### config.mk
export PLATFORM = sky130hd
export DESIGN_NAME = arcade_input_mapper
export DESIGN_NICKNAME = d
export VERILOG_FILES = /design/src/rtl/arcade_input_mapper.sv
export SDC_FILE = /design/constraint.sdc
export NUM_CORES = 1
export LEC_CHECK = 0
export CORE_UTILIZATION = 25
export CTS_BUF_LIST = sky130_fd_sc_hd__clkbuf_16
export DETAILED_ROUTE_END_ITERATION = 10
export PLACE_DENSITY = 0.38
export SLEW_MARGIN = 20
export SYNTH_ARGS = -nofsm -noshare
export SYNTH_HDL_FRONTEND = slang
export SYNTH_SLANG_ARGS = --single-unit
export TNS_END_PERCENT = 5
### constraint.sdc
create_clock -name clk_sys -period 5.65 [get_ports clk_sys]
set_input_delay 1.13 -clock clk_sys [delete_from_list [all_inputs] [get_ports clk_sys]]
set_output_delay 1.13 -clock clk_sys [all_outputs]
set_load 0.02 [all_outputs]
### src/rtl/arcade_input_mapper.sv
// Player-input front end: PS/2 keymap scan merged with HPS joysticks, screen rotation and coin pulses.
// Optional autofire on fire bit 4 is compiled in with `define AUTOFIRE_EN.
//   state  | meaning
//   S_IDLE | waiting for a key event
//   S_SCAN | walking keymap entries 0..E-1, one per cycle
module arcade_input_mapper #(
    parameter int NUM_PLAYERS  = 2,
    parameter int NUM_BTN      = 8,
    parameter int START_BIT    = 5,
    parameter int COIN_CYCLES  = 16,
    parameter int AUTOFIRE_DIV = 1048576
) (
    input  logic                                   clk_sys,
    input  logic                                   reset_n,
    input  logic [10:0]                            ps2_key,
    input  logic [NUM_PLAYERS*16-1:0]              joy_in,
    input  logic                                   joy_share,
    input  logic [1:0]                             rot,
    input  logic                                   map_wr,
    input  logic [$clog2(NUM_PLAYERS*NUM_BTN)-1:0] map_addr,
    input  logic [9:0]                             map_data,
    output logic [NUM_PLAYERS*NUM_BTN-1:0]         btn_out,
    output logic [NUM_PLAYERS-1:0]                 coin_out,
    output logic                                   busy,
    output logic                                   key_drop
);
    localparam int E  = NUM_PLAYERS * NUM_BTN;
    localparam int AW = $clog2(E);
    localparam int CW = $clog2(COIN_CYCLES + 1);
    localparam logic [0:0] S_IDLE = 1'b0;
    localparam logic [0:0] S_SCAN = 1'b1;

    logic          primed, prev_toggle, new_event;
    logic [0:0]    state;
    logic [AW-1:0] idx;
    logic          last;
    logic [9:0]    ev, pend;
    logic          pend_valid;
    logic [9:0]    keymap [E];
    logic [E-1:0]  key_state;
    logic [E-1:0]  mapped;
    logic [15:0]   joy_or;

    // The tracker samples the live toggle on the first cycle after reset so no event is invented.
    always_ff @(posedge clk_sys or negedge reset_n) begin
        if (!reset_n) begin
            primed      <= 1'b0;
            prev_toggle <= 1'b0;
        end else begin
            primed      <= 1'b1;
            prev_toggle <= ps2_key[10];
        end
    end

    assign new_event = primed && (ps2_key[10] != prev_toggle);
    assign last      = (idx == AW'(E - 1));
    assign busy      = (state == S_SCAN);

    always_ff @(posedge clk_sys or negedge reset_n) begin
        if (!reset_n) begin
            state      <= S_IDLE;
            idx        <= '0;
            ev         <= '0;
            pend       <= '0;
            pend_valid <= 1'b0;
            key_drop   <= 1'b0;
        end else if (state == S_IDLE) begin
            if (new_event) begin
                ev    <= ps2_key[9:0];
                idx   <= '0;
                state <= S_SCAN;
            end
        end else if (last) begin
            idx <= '0;
            if (pend_valid) begin
                ev         <= pend;
                pend       <= ps2_key[9:0];
                pend_valid <= new_event;
            end else if (new_event) begin
                ev <= ps2_key[9:0];
            end else begin
                state <= S_IDLE;
            end
        end else begin
            idx <= idx + 1'b1;
            if (new_event) begin
                if (pend_valid) begin
                    key_drop <= 1'b1;
                end else begin
                    pend       <= ps2_key[9:0];
                    pend_valid <= 1'b1;
                end
            end
        end
    end

    // A keymap write is ordered after the scan update so it wins on the same entry.
    always_ff @(posedge clk_sys or negedge reset_n) begin
        if (!reset_n) begin
            for (int e = 0; e < E; e++) keymap[e] <= '0;
            key_state <= '0;
        end else begin
            if (state == S_SCAN && keymap[idx][9] && keymap[idx][8:0] == ev[8:0])
                key_state[idx] <= ev[9];
            if (map_wr && (32'(map_addr) < E)) begin
                keymap[map_addr]    <= map_data;
                key_state[map_addr] <= 1'b0;
            end
        end
    end

    always_comb begin
        joy_or = '0;
        for (int p = 0; p < NUM_PLAYERS; p++) joy_or = joy_or | joy_in[16*p +: 16];
    end

    for (genvar p = 0; p < NUM_PLAYERS; p++) begin : g_player
        logic [15:0]        jw;
        logic               unused_jw;
        logic [NUM_BTN-1:0] mv, rv, fv;
        logic               start_d;
        logic [CW-1:0]      coin_cnt;

        assign jw        = joy_share ? joy_or : joy_in[16*p +: 16];
        assign unused_jw = ^jw;
        assign mv        = key_state[p*NUM_BTN +: NUM_BTN] | jw[NUM_BTN-1:0];

        // Bits 0..3 are R,L,D,U.
        always_comb begin
            rv = mv;
            case (rot)
                2'd1: begin rv[3] = mv[1]; rv[2] = mv[0]; rv[1] = mv[2]; rv[0] = mv[3]; end
                2'd2: begin rv[3] = mv[2]; rv[2] = mv[3]; rv[1] = mv[0]; rv[0] = mv[1]; end
                2'd3: begin rv[3] = mv[0]; rv[2] = mv[1]; rv[1] = mv[3]; rv[0] = mv[2]; end
                default: rv = mv;
            endcase
        end

`ifdef AUTOFIRE_EN
        if (NUM_BTN > 4) begin : g_af
            localparam int AFW = $clog2(AUTOFIRE_DIV + 1);
            localparam logic [AFW-1:0] AF_RELOAD = AFW'(AUTOFIRE_DIV - 1);
            localparam logic [AFW-1:0] AF_FIRST  = AFW'((AUTOFIRE_DIV > 1) ? AUTOFIRE_DIV - 2 : 0);
            logic           fire_d, phase;
            logic [AFW-1:0] af_cnt;

            // The rising-edge cycle counts as the first "on" cycle of the half-period.
            always_ff @(posedge clk_sys or negedge reset_n) begin
                if (!reset_n) begin
                    fire_d <= 1'b0;
                    phase  <= 1'b1;
                    af_cnt <= '0;
                end else begin
                    fire_d <= rv[4];
                    if (rv[4] && !fire_d) begin
                        phase  <= (AUTOFIRE_DIV > 1);
                        af_cnt <= AF_FIRST;
                    end else if (rv[4]) begin
                        if (af_cnt == '0) begin
                            phase  <= ~phase;
                            af_cnt <= AF_RELOAD;
                        end else begin
                            af_cnt <= af_cnt - 1'b1;
                        end
                    end
                end
            end

            always_comb begin
                fv    = rv;
                fv[4] = rv[4] & (phase | ~fire_d);
            end
        end else begin : g_no_af
            assign fv = rv;
        end
`else
        assign fv = rv;
`endif

        assign mapped[p*NUM_BTN +: NUM_BTN] = fv;

        always_ff @(posedge clk_sys or negedge reset_n) begin
            if (!reset_n) begin
                start_d  <= 1'b0;
                coin_cnt <= '0;
            end else begin
                start_d <= btn_out[p*NUM_BTN + START_BIT];
                if (coin_cnt != '0)
                    coin_cnt <= coin_cnt - 1'b1;
                else if (btn_out[p*NUM_BTN + START_BIT] && !start_d)
                    coin_cnt <= CW'(COIN_CYCLES);
            end
        end

        assign coin_out[p] = (coin_cnt != '0);
    end

`ifndef AUTOFIRE_EN
    logic unused_af;
    assign unused_af = (AUTOFIRE_DIV != 0);
`endif

    always_ff @(posedge clk_sys or negedge reset_n) begin
        if (!reset_n) btn_out <= '0;
        else          btn_out <= mapped;
    end
endmodule

# Word-level counts from Yosys, hierarchy flattened
# Cells that the tools add are included.
# op_classes
addsub	3
order_cmp	7
n_eq_ne	9
n_mux	39
bitwise	8
reduce_logical	19
# ops
cell	n
160-bit bitwise mux	1
10-bit two-way mux	11
10-bit binary-select mux with 4-bit select	1
10-bit demux with 4-bit select	1
16-bit two-way mux	2
8-bit OR	3
4-bit case mux with 3 select lines	2
5-bit two-way mux	4
16-bit bitwise AND	1
16-bit bitwise mux	1
8-bit two-way mux	2
16-bit inverter	1
4-bit two-way mux	3
5-bit >= comparator (second input constant)	2
4-bit by 5-bit less-than comparator with 1-bit output (second input constant)	2
4-bit inverter with 5-bit output	2
5-bit nonzero test	2
5-bit by 1-bit subtractor with 5-bit output (second input constant)	2
9-bit equality test	1
1-bit two-way mux	9
1-bit demux with 4-bit select	2
4-bit by 1-bit >= comparator with 1-bit output (second input constant)	2
1-bit logical AND	8
4-bit AND reduction	2
12 further kinds	18
# word_totals
regBits	233
in_bits	63
word_cells	115

# Longest topological paths before layout
# Gate-level depths: netlist of run 1.
# logic_depth
word_depth	9
depth_mapped	11

# Worst setup path after synthesis of run 1
# Ideal clock, no wire load.
# synth_timing
path_type	input to register
startpoint	in map_addr[1]
endpoint	reg keymap[142] in the netlist's numbering
setup_ns	0.125
t_arrival_ns	2.540
t_required_ns	5.525
path_slack_ns	2.985
stages	6
cell_sequence	clkbuf_1 nand2b_1 clkbuf_1 nand2b_1 clkbuf_1 mux2_2
# synth_between
elab_chain_cells	6
word_cells_on_any_way	7
classes_between	order compare: 2; mux: 3; bitwise: 1; reduce/logical: 1
# synth_lines
item	line_no	source
from (decl)	20	input logic [$clog2(NUM_PLAYERS*NUM_BTN)-1:0] map_addr,
4-bit inverter with 5-bit output (not written as such) (*)	106	keymap[map_addr] <= map_data;
5-bit >= comparator (not written as such) / 5-bit by 1-bit less-than comparator with 1-bit output (equally long branches)	106	
1-bit logical AND (not written as such)	106	
10-bit two-way mux (not written as such)	106	
10-bit demux with 4-bit select (*)	106	
160-bit bitwise mux (*)	106	
to (signal, indexed assignment)	106	
to (decl)	39	logic [9:0] keymap [E];
# Every way passes the cells marked *; elsewhere a longest branch is shown, timed or not.
# A chain may end at the register's enable or synchronous reset.

# Worst setup path in the final report of run 1
# layout_timing
startpoint	reg idx[3]
endpoint	reg key_state[0]
# layout_between
elab_chain_cells	9
word_cells_on_any_way	16
classes_between	order compare: 2; eq/ne: 1; mux: 8; bitwise: 2; reduce/logical: 3
# layout_lines
item	line_no	source
from (decl)	35	logic [AW-1:0] idx;
from (signal assigned)	85	idx <= idx + 1'b1;
4-bit inverter with 5-bit output (not written as such)	103	if (state == S_SCAN && keymap[idx][9] && keymap[idx][8:0] == ev[8:0])
10-bit binary-select mux with 4-bit select	103	
10-bit two-way mux (not written as such) (2 in series)	103	
9-bit equality test / 1-bit logical AND (equally long branches)	103	
1-bit logical AND	103	
16-bit two-way mux (*)	103	
16-bit bitwise AND (no line)	-	
16-bit two-way mux (*)	105	if (map_wr && (32'(map_addr) < E)) begin
to (signal, indexed assignment)	104	key_state[idx] <= ev[9];
to (decl)	40	logic [E-1:0] key_state;
# Every way passes the cells marked *; elsewhere a longest branch is shown, timed or not. The select of a mux whose other input is x is not followed.

==> results.cfg, run 1 <==
[critical_path]
crit_type = reg -> reg
required_ns = 6.13
critPathLaunchType = flip-flop
crit_path_end = key_state[0]$_DFF_PN0_
crit_fanout = 29
end_kind = flip-flop
crit_start = idx[3]$_DFFE_PN0P_
rrSetupSlack_ns = 1.94
worstRegToRegCells = 7
crit_arrival_ns = 4.19
r2r_start = idx[3]$_DFFE_PN0P_
timing.rr.end = key_state[0]$_DFF_PN0_

[global_routing]
antenna_found_initial = 1
grt_max_degree = 104
grt_usage_pct = 13.8
grt_pass1_wl_um = 46000
grt_pass1_vias = 7153
grt_remaining_overflow = 0

[sta]
fin_crit_sh_pct = 65.6
finalHoldViolCount = 0
post-route-min-period_ns = 3.71
tightestPinTransition_ns = 1.12
finalMaxSlewViolations = 0
slew_headroom_pct = 25.4
skew_ns = 0.0162
tns_ns = 0
setup_viol = 0
fmax_mhz = 270
rsz0062_at_grt = no

[final_layout]
final.fill_count = 4404
nNetsFinal = 956
ff_latch_area_sq_um = 5830
diodes = 0
final_cell_area_sq_um = 13200
layout_common_cells = 230 x dfrtp_1, 158 x mux2_2, 105 x nand2_1, 65 x clkdlybuf4s50_1, 57 x mux2i_1
final_common_cell = dfrtp_1
drive_above_1_share_pct = 29.4
syn_to_final_growth_pct = 20.0
multiInputGateArea_sq_um = 4860

[floorplan]
initial_core_util_pct = 25.4
io_pins = 83
core_area_sq_um = 43200
die_h_um = 211
die_area_sq_um = 44700
die_w_um = 211
rows = 76

[drt]
firstDrtPassIters = 4
antenna_left = 0
wl_um = 29900
vias = 6720
route.detailed.wl_per_inst_um = 20.0
via_per_inst = 4.50
drc = 0
first_iter_violations = 288

[logic_synthesis]
synth_cells = 830
yosysSeqAreaShare_pct = 53.2
synth_area_sq_um = 11000
synth_warnings = 0
netlist.area_leader.share_pct = 53.2
syn_nets = 899
synth_cell_types = 48
syn_avg_cell_area_sq_um = 13.2
synth.area.top_cells = dfrtp_1 53%, mux2_2 16%, mux4_2 7.2%, mux2i_1 5.2%, nand2_1 3.6%
ys_seq_elements = 233
synth_top_area_cell = dfrtp_1

[clock_network]
cts.sinks = 233
worstSkewPairLatency_ns = 0.56
clk_pin_slew_ns = 0.06
cts_resized = 0
ctsHoldBuffers = 0
clk_path_buf_depth = 3
cts_made_buffers = 30
cts_root_buf = clkbuf_16
htree_levels = 1
cts_tree = done
post_cts_buffers = 0

[placement]
dpl-instance-area_sq_um = 12200
dpl.hpwl_um = 18400
port_buffers = 66
gp_congestion = 0.700

[power]
p_per_area_nw_per_um2 = 466
power.leakage_uw = 0.00546
ir_drop_mv = 0.218

[job]
cap_viol_max_count = 0

[outcome]
outcome = finished, final reports clean

[min_path]
min_path_type = reg -> reg
## sequential cells by signal, indices dropped and copies added (netlist names)
name / flops
busy: 1
pend_valid: 1
g_player.coin_cnt: 10
g_player.start_d: 2
key_state: 16
prev_toggle: 1
ev: 10
keymap: 160
primed: 1
pend: 10
key_drop: 1
idx: 4
btn_out: 16
## kinds of logic (layout without fill, tap and decap cells)
kind of cell / count (synthesis) / count (layout) / synth area share [%]
AO/OA/AOI/OAI: 70 / 70 / 3.97
adder cells (fa/ha/maj): 6 / 6 / 0.685
XOR/XNOR: 16 / 16 / 1.28
other: 1 / 1 / 0.0342
flip-flops: 233 / 233 / 53.2
multiplexers: 254 / 254 / 29.5
AND/OR/NAND/NOR: 192 / 192 / 8.66
buffers and inverters: 58 / 137 / 2.74
## layer usage
layer / global-route usage [%] / part of all wire (%) / vias to the layer above
met3: 2.14 / 3.9 / 31
met1: 18.5 / 46 / 3486
met5: 0 / 0.053 / -
met2: 23.0 / 48 / 95
met4: 3.60 / 1.4 / 2
li1: - / - / 3106
## cells in the mapped netlist, drive strengths merged
| cell | count |
|---|---|
| nand3 | 12 |
| o31ai | 1 |
| nand2b | 13 |
| ha | 6 |
| xnor2 | 13 |
| o211ai | 1 |
| a211oi | 8 |
| xor2 | 3 |
| nor4 | 18 |
| dfrtp | 233 |
| buf | 14 |
| nand2 | 105 |
| nor2 | 26 |
| and2 | 1 |
| a21oi | 13 |
| conb | 1 |
| mux2 | 158 |
| o221ai | 2 |
| o211a | 1 |
| nor3b | 1 |
| nand4 | 2 |
| o22a | 2 |
| nor2b | 3 |
| a21boi | 1 |
| and3 | 1 |
| a22oi | 2 |
| or3 | 2 |
| mux2i | 58 |
| nand3b | 2 |
| o21ai | 30 |
| o21bai | 1 |
| inv | 9 |
| nor3 | 4 |
| or4 | 2 |
| clkbuf | 35 |
| a211o | 8 |
| mux4 | 38 |
## power by group
part | switching [uW] | total (uW) | internal [uW]
clock | 719 | 1830 | 1110
sequential | 349 | 2420 | 2070
combinational | 935 | 1890 | 952
## worst max-delay path, cell delays in order (launching register included)
cell and delay (ns):
dfrtp_2 0.94, buf_4 0.37, mux4_2 0.23, mux2i_1 0.09
o21ai_0 0.43, nand3_1 0.73, nor4_1 0.60, mux2i_1 0.24
## how the worst min path moves through the flow
stage	start	endpoint	slack, ns	cells after the start
after floorplan	key_state[13]$_DFF_PN0_	btn_out[13]$_DFF_PN0_	0.43	1
after global placement	btn_out[5]$_DFF_PN0_	g_player[0].start_d$_DFF_PN0_	0.39	0
after detailed placement	btn_out[5]$_DFF_PN0_	g_player[0].start_d$_DFF_PN0_	0.40	0
after CTS	btn_out[5]$_DFF_PN0_	g_player[0].start_d$_DFF_PN0_	0.41	0
after global routing	btn_out[5]$_DFF_PN0_	g_player[0].start_d$_DFF_PN0_	0.44	0
final	btn_out[5]$_DFF_PN0_	g_player[0].start_d$_DFF_PN0_	0.41	0
## metrics by stage
stage | power, uW | cells | utilization (%) | setup WS, ns | hold WS [ns]
after floorplan | 3820 | 830 | - | 2.99 | 0.430
after global placement | 4370 | 1440 | 28.3 | 1.81 | 0.391
after detailed placement | 4390 | 1440 | 28.3 | 1.80 | 0.399
after CTS | 6280 | 1494 | 30.5 | 1.80 | 0.412
after global routing | 6530 | 1494 | 30.5 | 1.62 | 0.436
final | 6140 | 1494 | 30.5 | 1.94 | 0.406
## final cells by class
class	count	share of cell area, %
flip-flops and latches	233	44.3
clock buffers	31	5.90
repair buffers	74	5.71
inverters	9	0.276
well taps	585	5.56
multi-input cells	539	36.9
clock inverters	23	1.31
Note: power is estimated with default switching activity, not from simulation.
==> run 2, diff against run 1 <==
- clock period: 5.65 -> 3.5 ns (I/O delays scaled with it)
==> run 2 against run 1 <==
Highest routed layer is now met4. Clock power rose by 68%. Largest cell class unchanged. First-iteration DRC count rose by 62%. Clock skew rose by 0.0036 ns. Via count rose by 2.3%. Cell count rose by 3.0%.
==> results.cfg, run 2 (synthesis gave the netlist of run 1 again) <==
[global_routing]
grt_pass1_wl_um = 47500
busiest_layer = met2
grt_pass1_vias = 7340
grtUsageMet2_pct = 22.9
antenna_found_initial = 0
grt_max_degree = 69
grt_use_met3_pct = 2.24
grt_remaining_overflow = 0
grtUsageMet1_pct = 19.5
grt_usage_pct = 14.2

[sta]
holdWs_ns = 0.0920
slew_headroom_pct = 31.2
finalMaxSlewViolations = 0
setup_viol = 0
tightestPinTransition_ns = 1.03
setup_slack_ns = 0.264
finalHoldViolCount = 0
fmax_mhz = 309
rsz0062_at_grt = no
fin_crit_sh_pct = 92.4
tns_ns = 0
skew_ns = 0.0198
post-route-min-period_ns = 3.24

[drt]
first_iter_violations = 467
vias = 6876
firstDrtPassIters = 4
antenna_left = 0
wl_um = 30400
drc = 0
via_per_inst = 4.47
route.detailed.wl_per_inst_um = 19.7

[clock_network]
cts_tree = done
post_cts_buffers = 0
ctsHoldBuffers = 0
cts.sinks = 233
worstSkewPairLatency_ns = 0.57
cts_root_buf = clkbuf_16
cts_made_buffers = 30
clk_pin_slew_ns = 0.06
cts_resized = 0
htree_levels = 1
clk_path_buf_depth = 3

[critical_path]
end_kind = flip-flop
crit_arrival_ns = 3.72
critical_path.slowest_cell = dfrtp_2
required_ns = 3.98
crit_type = reg -> reg
path_cells = buf_4 > mux4_2 > mux2i_1 > mux2i_1 > xnor2_1 > nand4_2 > buf_4 > nor4_1 > buf_4 > mux2i_1
crit_fanout = 16
critPathLaunchType = flip-flop
max_stage_delay_ns = 0.62

[final_layout]
regMostFlops = keymap
diodes = 0
largest_register_ffs = 160
syn_to_final_growth_pct = 23.7
fin_util_pct = 31.4
reg_top3 = keymap (160), btn_out (16), key_state (16)
final_cell_area_sq_um = 13600
nNetsFinal = 1002
layout_common_cells = 230 x dfrtp_1, 158 x mux2_2, 105 x nand2_1, 65 x clkdlybuf4s50_1, 57 x mux2i_1
final_common_cell = dfrtp_1
drive_above_1_share_pct = 32.5

[floorplan]
core_area_sq_um = 43200
io_pins = 83
rows = 76
die_area_sq_um = 44700
initial_core_util_pct = 25.4
die_h_um = 211
die_w_um = 211

[power]
p_switching_uw = 3350
seqPwrFrac_pct = 37.5
power.leakage_uw = 0.00570
clock_power_share_pct = 30.0
ir_drop_mv = 0.313
p_per_area_nw_per_um2 = 757
pwr-share-comb_pct = 32.5
p_int_uw = 6920
netSwitchingFraction_pct = 32.6

[placement]
gp_congestion = 0.732
dpl.hpwl_um = 19800
port_buffers = 66
dpl-instance-area_sq_um = 12600
dp_slack_ns = 0.190

[job]
cap_viol_max_count = 0

[outcome]
outcome = finished, final reports clean

[min_path]
min_path_type = in -> async
[run 2: cell types whose count changed in the layout (fill, tap and decap cells not counted), sizes merged]
cell,delta
clkinvlp,+1
clkinv,-2
buf,+46
clkbuf,-1
bufinv,+1
[run 2: path summary, 6_finish.rpt]
check | cells after the start | slack, ns | end | start
max | 10 | 0.26 | key_state[2]$_DFF_PN0_ | idx[0]$_DFFE_PN0P_
min | 1 | 0.09 | g_player[1].coin_cnt[0]$_DFFE_PN0P_ | reset_n
max reg2reg | 10 | 0.26 | key_state[2]$_DFF_PN0_ | idx[0]$_DFFE_PN0P_
min reg2reg | 0 | 0.40 | g_player[1].start_d$_DFF_PN0_ | btn_out[13]$_DFF_PN0_
max in group asynchronous | 3 | 2.55 | keymap[93]$_DFFE_PN0P_ | reset_n
min in group clk_sys | 0 | 0.40 | g_player[1].start_d$_DFF_PN0_ | btn_out[13]$_DFF_PN0_
[run 2: area by class of cell]
class / count / area, sq um
multi-input cells: 539 / 4840
flip-flops and latches: 233 / 5830
clock inverters: 23 / 231
repair buffers: 120 / 1130
clock buffers: 30 / 751
fillers: 4386 / 29600
well taps: 585 / 732
inverters: 9 / 36.3
[run 2: through the flow]
stage | instances | power, uW
5_1_grt | 1539 | 10900
4_1_cts | 1539 | 10500
3_3_place_gp | 1486 | 7270
3_5_place_dp | 1486 | 7310
2_1_floorplan | 830 | 6170
6_report | 1539 | 10300
[run 2: routing by layer]
layer	share of wire (%)	up-vias
li1	-	3198
met1	47	3523
met2	46	100
met3	3.0	55
met4	3.2	0
met5	0	-
[run 2: worst max-delay path: cells and delay by family (launching register included)]
family | cells | cell delay, ns
buf+inv | 3 | 0.65
mux | 4 | 1.15
simple gates | 2 | 0.48
xor+xnor | 1 | 0.24
flops | 1 | 0.62
[run 2: power groups by stage]
stage	registers, uW	clock network (uW)	logic [uW]
finish	3850	3080	3340
global route	3950	3300	3670
CTS	3870	3190	3410
detailed placement	3910	0	3400
global placement	3900	0	3370
floorplan	3660	0	2510
==> run 3, diff against run 2 <==
- CAP_MARGIN: not set -> 20
==> results of run 3 <==
No change in the layout: final DEF, timing and power equal those of run 2.
